==> src/rtl/controlador_interrupciones.sv <==
// Three-line edge-triggered interrupt controller: pending/mask registers behind
// a small register port, and an IDLE/REQ/SERVICE handshake with the CPU that yields a handler vector.
module controlador_interrupciones #(
  parameter logic [15:0] VEC_BASE   = 16'h0F00,
  parameter logic [15:0] VEC_STRIDE = 16'h0010
) (
  input  logic        clk,
  input  logic        reset,
  input  logic [2:0]  interrupciones,
  input  logic        cs,
  input  logic        rd,
  input  logic        wr,
  input  logic [1:0]  dir,
  input  logic [7:0]  datoEntrada,
  output logic [7:0]  datoSalida,
  output logic        irq,
  input  logic        ack,
  input  logic        eoi,
  output logic [15:0] vector,
  output logic        en_servicio,
  output logic [1:0]  estado_dbg_o
);

  // CPU handshake: irq is high exactly while in REQ; a one-cycle ack in REQ
  // accepts the lowest eligible line, and a one-cycle eoi in SERVICE ends it.
  // ack outside REQ and eoi outside SERVICE are ignored.
  typedef enum logic [1:0] {
    IDLE    = 2'd0,
    REQ     = 2'd1,
    SERVICE = 2'd2
  } estado_t;

  estado_t     estado_q;
  logic [2:0]  hist_q;
  logic [2:0]  pend_q, pend_d;
  logic [2:0]  mask_q, mask_d;
  logic [1:0]  id_q;
  logic        irq_q;
  logic        en_q;
  logic [15:0] vector_q;
  logic [7:0]  dato_q, dato_d;

  logic [2:0]  rise;
  logic [2:0]  elig;
  logic [1:0]  sel_id;
  logic        acepta;
  logic [2:0]  ack_clr;
  logic [2:0]  w1c;
  logic        wr_en;
  logic        rd_en;
  logic [15:0] vec_sel;

  assign rise   = interrupciones & ~hist_q;
  assign elig   = pend_q & mask_q;
  assign wr_en  = cs & wr;
  assign rd_en  = cs & rd & ~wr;
  assign acepta = (estado_q == REQ) && ack && (elig != 3'b000);

  always_comb begin
    sel_id = 2'd0;
    if (elig[0])      sel_id = 2'd0;
    else if (elig[1]) sel_id = 2'd1;
    else if (elig[2]) sel_id = 2'd2;
  end

  assign vec_sel = VEC_BASE + ({14'd0, sel_id} * VEC_STRIDE);

  always_comb begin
    ack_clr = 3'b000;
    if (acepta) ack_clr[sel_id] = 1'b1;
  end

  assign w1c = (wr_en && dir == 2'd1) ? datoEntrada[2:0] : 3'b000;

  // A fresh edge wins over any clear landing on the same bit.
  assign pend_d = (pend_q & ~w1c & ~ack_clr) | rise;
  assign mask_d = (wr_en && dir == 2'd0) ? datoEntrada[2:0] : mask_q;

  always_comb begin
    dato_d = 8'h00;
    if (rd_en) begin
      case (dir)
        2'd0:    dato_d = {5'b0, mask_q};
        2'd1:    dato_d = {5'b0, pend_q};
        2'd2:    dato_d = {en_q, 5'b0, id_q};
        default: dato_d = 8'h00;
      endcase
    end
  end

  always_ff @(posedge clk) begin
    if (reset) begin
      hist_q <= 3'b000;
      pend_q <= 3'b000;
      mask_q <= 3'b000;
      dato_q <= 8'h00;
    end else begin
      hist_q <= interrupciones;
      pend_q <= pend_d;
      mask_q <= mask_d;
      dato_q <= dato_d;
    end
  end

  always_ff @(posedge clk) begin
    if (reset) begin
      estado_q <= IDLE;
      id_q     <= 2'd0;
      irq_q    <= 1'b0;
      en_q     <= 1'b0;
      vector_q <= 16'h0000;
    end else begin
      case (estado_q)
        IDLE: begin
          if (elig != 3'b000) begin
            estado_q <= REQ;
            irq_q    <= 1'b1;
          end
        end
        REQ: begin
          if (acepta) begin
            estado_q <= SERVICE;
            id_q     <= sel_id;
            irq_q    <= 1'b0;
            en_q     <= 1'b1;
            vector_q <= vec_sel;
          end else if (elig == 3'b000) begin
            estado_q <= IDLE;
            irq_q    <= 1'b0;
          end
        end
        SERVICE: begin
          // Leaving SERVICE always passes through IDLE, so a waiting request
          // sees at least one quiet cycle before irq rises again.
          if (eoi) begin
            estado_q <= IDLE;
            en_q     <= 1'b0;
            vector_q <= 16'h0000;
          end
        end
        default: begin
          estado_q <= IDLE;
          irq_q    <= 1'b0;
          en_q     <= 1'b0;
          vector_q <= 16'h0000;
        end
      endcase
    end
  end

  assign datoSalida   = dato_q;
  assign irq          = irq_q;
  assign en_servicio  = en_q;
  assign vector       = vector_q;
  assign estado_dbg_o = estado_q;

endmodule

==> config.mk <==
export PLATFORM = sky130hd
export DESIGN_NAME = controlador_interrupciones
export DESIGN_NICKNAME = d
export VERILOG_FILES = /design/src/rtl/controlador_interrupciones.sv
export SDC_FILE = /design/constraint.sdc
export NUM_CORES = 1
export LEC_CHECK = 0
export ABC_CLOCK_PERIOD_IN_PS = 1500
export BUFFER_PORTS_ARGS = -buffer_cell sky130_fd_sc_hd__buf_2
export CORE_MARGIN = 4
export CORE_UTILIZATION = 44
export CTS_CLUSTER_DIAMETER = 30
export DETAILED_ROUTE_END_ITERATION = 6
export GPL_ROUTABILITY_DRIVEN = 0
export GPL_TIMING_DRIVEN = 0
export PLACE_DENSITY = 0.84
export REMOVE_ABC_BUFFERS = 1
export SLEW_MARGIN = 20
export SYNTH_ARGS = -nofsm -noshare
export SYNTH_HDL_FRONTEND = slang
export SYNTH_SLANG_ARGS = --single-unit
==> constraint.sdc <==
create_clock -name clk -period 1.5 [get_ports clk]
set_clock_uncertainty 0.15 [all_clocks]
set_input_delay 0.075 -clock clk [delete_from_list [all_inputs] [get_ports clk]]
set_output_delay 0.075 -clock clk [all_outputs]
set_load 0.005 [all_outputs]
==> flow_metrics.py, run 1 <==
metrics = {
    "synthesis": {
        "synth_top_family_by_area": "simple AND/OR/NAND/NOR gates",
        "synth_xor_area_share_pct": 0,
        "yosys_register_bits": 21,
        "syn_area_sq_um": 972,
        "synthAdderAreaFrac_pct": 0,
        "synth_compound_area_share_pct": 15.3,
        "synth_top_area_share_pct": 43.2,
        "avgSynthCellArea_sq_um": 9.35,
        "synth.yosys.warnings": 0,
        "synthCells": 104,
        "ys_seq_area_share_pct": 43.2,
        "synthMuxAreaShare_pct": 6.18,
        "synth.largest_area_cell": "dfxtp_1",
        "synth_area_leaders": "dfxtp_1 43%, buf_4 14%, mux2i_1 6.2%",
        "synth-simple-area-share_pct": 19.3,
        "yosysUniqueCellTypes": 29,
    },
    "hold_path": {
        "hold_path_depth": 4,
        "holdCritStartpoint": "reset",
        "min_to": "pend_q[1]",
        "hold_path_class": "in -> reg",
    },
    "power": {
        "p_per_area_mw_per_mm2": 771,
        "p_leak_nw": 0.559,
        "power_uw": 970,
        "ir_drop_v": 0.000468,
    },
    "route": {
        "vias_per_cell": 5.05,
        "wl_per_cell_microns": 13.0,
        "drt-total-wl_microns": 2260,
        "drcViolationCount": 0,
        "drt_iter0_markers": 38,
        "antenna_left": 0,
        "drtPass1Iterations": 4,
        "num_vias": 878,
    },
    "global_routing": {
        "grt.total_usage_pct": 15.7,
        "antenna_found_initial": 0,
        "grt_pass1_wl_microns": 3370,
        "gr-total-overflow": 0,
        "grt_max_degree": 13,
        "grt_pass1_vias": 774,
    },
    "place": {
        "dp_slack_ns": 0.00722,
        "io_buffers": 28,
        "hpwl_microns": 1480,
    },
    "cts": {
        "numCtsBuffers": 3,
        "clk_path_buf_depth": 2,
        "clock-sinks": 21,
        "insertion_delay_ns": 0.29,
        "h-tree-depth": 1,
        "cts_root_buf": "clkbuf_4",
        "cts_tree": "built",
        "cts.clk_slew.worst_paths_ns": 0.11,
    },
    "job": {
        "drv_cap": 0,
    },
    "floorplan": {
        "rows": 16,
        "die_x_microns": 55.0,
        "core_sq_mm": 0.00202,
        "die_h_microns": 55.0,
        "initial_utilization_pct": 48.1,
        "die-area_sq_mm": 0.00303,
        "ios": 48,
    },
    "setup_path": {
        "r2r-end": "pend_q[1]",
        "worstPathRequired_ns": 1.55,
        "worstPathCellList": "dlygate4sd3_1, buf_2, and3b_2, nand4_1, a41o_2",
        "worstPathArrival_ns": 1.47,
        "critPathMaxStageDelay_ns": 0.52,
        "crit_path_start": "ack",
        "crit_path_end_kind": "register",
        "worstReg2RegStart": "estado_dbg_o[1]",
        "rr_worst_depth": 3,
        "crit_family": "buffers and inverters",
        "critical_path.max_fanout": 5,
        "critPathBufInv": 2,
        "path_class": "in -> reg",
        "cpMaxStageDelayCell": "dlygate4sd3_1",
        "cp-start-kind": "primary input",
        "r2r_setup_slack_ns": 0.08,
    },
    "layout": {
        "drive_gt1_share_pct": 25.2,
        "fin_util_pct": 62.3,
        "nets": 168,
        "multi_input_area_sq_um": 450,
        "seqCellArea_sq_um": 422,
        "fill_cells": 178,
        "num_antenna_cells": 0,
        "area_growth_pct": 29.5,
    },
    "timing": {
        "fin_tns_setup_ns": 0,
        "clock.fmax_mhz": 703,
        "rsz0062_at_grt": "no",
        "fin_crit_sh_pct": 94.8,
        "setup_violations": 0,
        "setup_slack_ns": 0.0781,
        "hold_viol": 0,
        "period_minus_slack_ns": 1.42,
        "slew_violations": 0,
    },
    "run_status": {
        "status": "finished clean",
    },
}
## worst register-to-register path, stage by stage (launching register included)
cell and delay [ns]:
dfxtp_1 0.38, and3b_2 0.30, nand4_1 0.18, a41o_2 0.31
## per-layer routing
layer / share of wire [%] / global-route usage [%] / vias up
met5: 0 / 0 / -
li1: - / - / 427
met3: 9.0 / 2.95 / 4
met4: 2.0 / 10.1 / 0
met2: 49 / 28.0 / 46
met1: 40 / 16.8 / 401
## layout by cell type, fill, tap and decap left out, drive strengths merged
cell type / instances
a2111oi: 1
a211o: 1
a21oi: 2
a222oi: 1
a22oi: 2
a2bb2oi: 2
a32o: 1
a41o: 2
a41oi: 1
and3b: 1
and4b: 1
and4bb: 1
buf: 29
clkbuf: 3
clkinv: 2
conb: 14
dfxtp: 21
dlygate4sd3: 17
inv: 1
mux2i: 6
nand2: 11
nand2b: 3
nand4: 2
nand4b: 1
nor2: 6
nor2b: 6
nor3: 3
o22ai: 6
## cell type report
type	count	share of cell area [%]
Clock inverter	1	0.398
Multi-Input combinational cell	74	35.8
Timing Repair Buffer	46	25.2
Sequential cell	21	33.5
Inverter	2	0.596
Clock buffer	3	1.79
Tap cell	27	2.68
## worst max path at each step
stage               cells past startpoint    endpoint
finish                                  5   pend_q[1]
global route                            3   pend_q[1]
CTS                                     3   pend_q[1]
detailed placement                      3  vector[10]
global placement                        3   pend_q[1]
floorplan                               3   pend_q[1]
## through the flow
| step | instance area (sq um) | hold WS [ns] | instances |
|---|---|---|---|
| 2_1_floorplan | 877 | -0.00593 | 97 |
| 3_3_place_gp | 1050 | 0.168 | 152 |
| 3_5_place_dp | 1050 | 0.178 | 152 |
| 4_1_cts | 1260 | 0.145 | 174 |
| 5_1_grt | 1260 | 0.164 | 174 |
| 6_report | 1260 | 0.157 | 174 |
## kinds of logic after synthesis
| kind of cell | after synthesis |
|---|---|
| buffers and inverters | 22 |
| AO/OA/AOI/OAI | 19 |
| flip-flops | 21 |
| other | 1 |
| AND/OR/NAND/NOR | 35 |
| multiplexers | 6 |
## flip-flops by register name, indices dropped and copies added, names as in the netlist
signal / count
estado_dbg_o: 2
pend_q: 3
mask_q: 3
hist_q: 3
datoSalida: 4
irq: 1
vector: 3
id_q: 2
## synthesized netlist by cell type, drive strengths merged
library cell  count
and3b             1
a222oi            1
o22ai             6
a211o             1
a41o              2
inv               1
a41oi             1
conb              1
nor3              3
and4bb            1
mux2i             6
a21oi             2
a2111oi           1
dfxtp            21
a32o              1
nand4             2
nand2            11
nor2b             6
a22oi             2
and4b             1
clkbuf            1
nand2b            3
nand4b            1
clkinv            1
buf              19
nor2              6
a2bb2oi           2
## power breakdown
| group | switching, mW | internal (mW) |
|---|---|---|
| sequential | 0.0162 | 0.573 |
| clock | 0.160 | 0.0992 |
| combinational | 0.0537 | 0.0674 |
## repair_timing
action / 4_1_cts / 5_1_grt
buffers inserted: 1 / 0
hold endpoints to repair: 14 / 0
pin swaps: 1 / 0
gates resized for setup: 0 / 2
endpoints found under the setup margin: 1 / 1
hold buffers: 17 / 0
(Power assumes the default switching activity.)
==> run 2, diff against run 1 <==
CELL_PAD_IN_SITES_DETAIL_PLACEMENT = 2   (was unset)
CELL_PAD_IN_SITES_GLOBAL_PLACEMENT = 2   (was unset)
CORE_UTILIZATION = 25   (was 44)
PLACE_DENSITY = 0.85   (was 0.84)
==> flow_metrics.py, run 2 (same netlist as run 1, synthesis figures left out) <==
metrics = {
    "timing": {
        "rsz0062_at_grt": "no",
        "slew_violations": 0,
        "period_minus_slack_ns": 1.47,
        "fin_crit_sh_pct": 98.2,
        "hold_ws_ns": 0.0242,
        "hold_viol": 0,
        "clock.fmax_mhz": 679,
        "fin_tns_setup_ns": 0,
        "setup_violations": 0,
        "setup_slack_ns": 0.0269,
    },
    "cts": {
        "cts_root_buf": "clkbuf_8",
        "clk_path_buf_depth": 2,
        "h-tree-depth": 1,
        "numCtsBuffers": 3,
        "clock-sinks": 21,
        "cts_tree": "built",
        "cts.clk_slew.worst_paths_ns": 0.07,
        "insertion_delay_ns": 0.26,
    },
    "run_status": {
        "status": "finished clean",
    },
    "hold_path": {
        "min_to": "datoSalida[0]",
        "holdCritStartpoint": "rd",
        "hold_path_class": "in -> reg",
        "hold_path_depth": 3,
    },
    "setup_path": {
        "worstPathCellList": "dlygate4sd3_1, buf_2, and4b_1, nand2_1, a41o_2",
        "worstReg2RegStart": "mask_q[1]",
        "path_class": "in -> reg",
        "critPathMaxStageDelay_ns": 0.54,
        "crit_path_end_kind": "register",
        "cpMaxStageDelayCell": "dlygate4sd3_1",
        "critical_path.max_fanout": 7,
        "worstPathRequired_ns": 1.51,
        "rr_worst_depth": 4,
        "worstPathArrival_ns": 1.48,
        "cp-start-kind": "primary input",
        "r2r-end": "pend_q[2]",
        "r2r_setup_slack_ns": 0.05,
    },
    "floorplan": {
        "die-area_sq_mm": 0.00495,
        "rows": 22,
        "die_x_microns": 70.4,
        "die_h_microns": 70.4,
        "core_sq_mm": 0.00372,
        "initial_utilization_pct": 26.2,
        "ios": 48,
    },
    "place": {
        "dp_slack_ns": -0.0633,
        "placed_cells": 173,
        "hpwl_microns": 2110,
        "io_buffers": 28,
        "dpl_cell_area_sq_mm": 0.00108,
    },
    "layout": {
        "mostFrequentLayoutCells": "28 x buf_2, 15 x dfxtp_1, 14 x conb_1",
        "final_area_sq_mm": 0.00126,
        "final_cell_count_no_fill": 190,
        "largest_reg_flops": 4,
        "layout_commonest_cell": "buf_2",
        "multi_input_area_sq_um": 457,
        "area_growth_pct": 30.1,
        "drive_gt1_share_pct": 31.7,
        "fill_cells": 423,
        "nets": 163,
        "seqCellArea_sq_um": 433,
        "num_antenna_cells": 0,
    },
    "job": {
        "drv_cap": 0,
    },
    "route": {
        "antenna_left": 0,
        "drt_iter0_markers": 21,
        "drt-total-wl_microns": 2960,
        "drtPass1Iterations": 4,
        "num_vias": 876,
        "vias_per_cell": 4.61,
        "wl_per_cell_microns": 15.6,
        "drcViolationCount": 0,
    },
    "global_routing": {
        "grt_pass1_wl_microns": 4440,
        "grt_pass1_vias": 876,
        "grt.total_usage_pct": 11.2,
        "gr-total-overflow": 0,
        "antenna_found_initial": 0,
        "grt_max_degree": 16,
    },
    "power": {
        "ir_drop_v": 0.000269,
        "p_leak_nw": 0.545,
        "p_per_area_mw_per_mm2": 840,
    },
}
[run 2: final cells by class]
cell class,count,share of cell area (%)
repair buffers,41,20.8
clock buffers,4,3.56
well taps,48,4.75
multi-input cells,74,36.1
flip-flops and latches,21,34.2
inverters,2,0.593
[run 2: report_power, final]
| part | total, mW | internal, mW | switching, mW | leakage [nW] |
|---|---|---|---|---|
| Combinational | 0.112 | 0.0572 | 0.0545 | 0.348 |
| Sequential | 0.590 | 0.572 | 0.0188 | 0.174 |
| Clock | 0.361 | 0.189 | 0.172 | 0.0228 |
[run 2: metrics by stage]
step / power (mW) / util (%)
floorplan: 0.641 / -
global placement: 0.683 / 29.0
detailed placement: 0.690 / 29.0
CTS: 1.08 / 33.0
global route: 1.12 / 34.0
finish: 1.06 / 34.0
[run 2: worst max path at each step]
stage,slack [ns],endpoint,depth (start not counted),startpoint
finish,0.03,pend_q[1],5,dir[1]
global route,0.0003,pend_q[1],5,dir[1]
CTS,0.005,vector[10],3,pend_q[1]
detailed placement,-0.06,pend_q[1],3,estado_dbg_o[0]
global placement,0.02,pend_q[1],3,estado_dbg_o[0]
floorplan,0.19,pend_q[1],3,estado_dbg_o[0]
[run 2: what timing repair did]
| action | 4_1_cts | 5_1_grt |
|---|---|---|
| hold endpoints to repair | 10 | 0 |
| endpoints found under the setup margin | 2 | 8 |
| buffers inserted | 0 | 3 |
| hold buffers | 10 | 0 |
| pin swaps | 0 | 3 |
| resized for setup | 2 | 10 |
[run 2: critical path, delay by kind of cell]
| kind | cells | cell delay, ns |
|---|---|---|
| buffers and inverters | 2 | 0.71 |
| AND/OR/NAND/NOR | 2 | 0.42 |
| AO/OA/AOI/OAI | 1 | 0.27 |
[run 2: per-layer routing]
layer,global-route usage [%],up-vias,part of all wire (%)
met4,3.83,0,1.1
met5,0,-,0
met3,2.73,4,6.5
met1,12.8,423,40
met2,20.0,36,53
li1,-,413,-
==> run 3, diff against run 2 <==
CORE_ASPECT_RATIO = 0.9   (was unset)
==> flow_metrics.py, run 3 (same netlist as run 1, synthesis figures left out) <==
metrics = {
    "cts": {
        "h-tree-depth": 1,
        "clock-sinks": 21,
        "numCtsBuffers": 3,
        "cts_tree": "built",
        "insertion_delay_ns": 0.26,
        "clk_path_buf_depth": 2,
        "cts_root_buf": "clkbuf_8",
        "cts.clk_slew.worst_paths_ns": 0.08,
    },
    "route": {
        "drtPass1Iterations": 4,
        "drt-total-wl_microns": 2830,
        "vias_per_cell": 4.57,
        "drt_iter0_markers": 54,
        "num_vias": 845,
        "antenna_left": 0,
        "drcViolationCount": 0,
        "wl_per_cell_microns": 15.3,
    },
    "timing": {
        "setup_slack_ns": -0.000577,
        "fin_crit_sh_pct": 100,
        "slew_violations": 0,
        "period_minus_slack_ns": 1.50,
        "clock.fmax_mhz": 666,
        "hold_viol": 0,
        "rsz0062_at_grt": "yes",
        "setup_violations": 1,
    },
    "setup_path": {
        "worstPathRequired_ns": 1.51,
        "crit_path_end_kind": "register",
        "critPathBufInv": 2,
        "path_class": "in -> reg",
        "worstPathArrival_ns": 1.51,
        "cpMaxStageDelayCell": "dlygate4sd3_1",
        "critical_path.max_fanout": 5,
        "worstPathCellList": "dlygate4sd3_1, buf_2, and3b_2, nand4_1, a41o_2",
        "r2r_setup_slack_ns": 0.07,
        "cp-start-kind": "primary input",
        "critPathMaxStageDelay_ns": 0.54,
        "crit_family": "buffers and inverters",
    },
    "place": {
        "hpwl_microns": 2140,
        "dpl_cell_area_sq_mm": 0.00107,
        "io_buffers": 28,
    },
    "power": {
        "ir_drop_v": 0.000263,
        "p_per_area_mw_per_mm2": 874,
        "p_leak_nw": 0.535,
        "power_mw": 1.07,
    },
    "layout": {
        "mostFrequentLayoutCells": "27 x buf_2, 20 x dfxtp_1, 14 x conb_1",
        "multi_input_area_sq_um": 453,
        "layout_commonest_cell": "buf_2",
        "final_area_sq_mm": 0.00123,
        "num_antenna_cells": 0,
        "area_growth_pct": 26.5,
        "nets": 160,
        "fill_cells": 447,
        "largest_reg_flops": 4,
        "drive_gt1_share_pct": 26.6,
        "seqCellArea_sq_um": 422,
    },
    "floorplan": {
        "die_x_microns": 73.7,
        "core_sq_mm": 0.00373,
        "initial_utilization_pct": 26.1,
        "ios": 48,
        "die_h_microns": 67.2,
        "rows": 21,
        "die-area_sq_mm": 0.00495,
    },
    "global_routing": {
        "grt_max_degree": 16,
        "gr-total-overflow": 0,
        "grt_pass1_vias": 909,
        "grt_pass1_wl_microns": 4520,
        "antenna_found_initial": 0,
        "grt.total_usage_pct": 12.1,
    },
    "hold_path": {
        "hold_path_class": "in -> reg",
    },
    "run_status": {
        "status": "finished with violations",
        "violations": "setup timing",
    },
    "job": {
        "drv_cap": 0,
    },
}
run 3: changes by cell type in the layout (fill, tap and decap cells not counted), sizes merged:
cell / before / now
buf: 31 / 28
dlygate4sd3: 10 / 9
dlymetal6s4s: 0 / 1
run 3: worst min-delay path, delay by kind of cell:
| family | cells | cell delay, ns |
|---|---|---|
| buffers and inverters | 1 | 0.10 |
| and+or+nand+nor | 2 | 0.21 |
run 3: repair_timing:
item,in CTS,in global routing
hold endpoints to repair,10,0
resized for setup,1,5
setup buffers,1,0
pin swaps,1,1
hold buffers,10,0
setup endpoints to repair,2,6
run 3: area by class of cell:
type | count | share of cell area (%)
multi-input cells | 74 | 36.8
repair buffers | 38 | 19.9
inverters | 2 | 0.610
flip-flops and latches | 21 | 34.3
clock buffers | 4 | 3.66
well taps | 46 | 4.68
run 3: worst paths after layout:
check | start | end | cells past startpoint
worst max register to register | estado_dbg_o[1] | pend_q[1] | 3
worst max-delay path | ack | pend_q[1] | 5
worst min-delay path | rd | datoSalida[1] | 3
worst min register to register | hist_q[0] | pend_q[0] | 2
run 3: through the flow:
step | setup WS (ns) | cells | utilization, % | setup TNS (ns) | hold slack [ns]
2_1_floorplan | 0.195 | 97 | - | 0 | -0.00593
3_3_place_gp | 0.0392 | 171 | 28.8 | 0 | 0.180
3_5_place_dp | -0.00543 | 171 | 28.8 | -0.00543 | 0.189
4_1_cts | 0.00872 | 186 | 32.9 | 0 | 0.0108
5_1_grt | -0.0310 | 185 | 33.0 | -0.0318 | 0.0297
6_report | -0.000577 | 185 | 33.0 | -0.000577 | 0.0172
run 3: power breakdown:
part | switching, mW | internal, mW
clock network | 0.187 | 0.190
registers | 0.0172 | 0.573
logic | 0.0524 | 0.0553
run 3: per-layer routing:
layer	track usage, %	up-vias	wire length [microns]
li1	-	411	-
met1	15.0	398	1200
met2	21.2	33	1420
met3	1.79	3	176
met4	4.07	0	35
met5	0	-	0
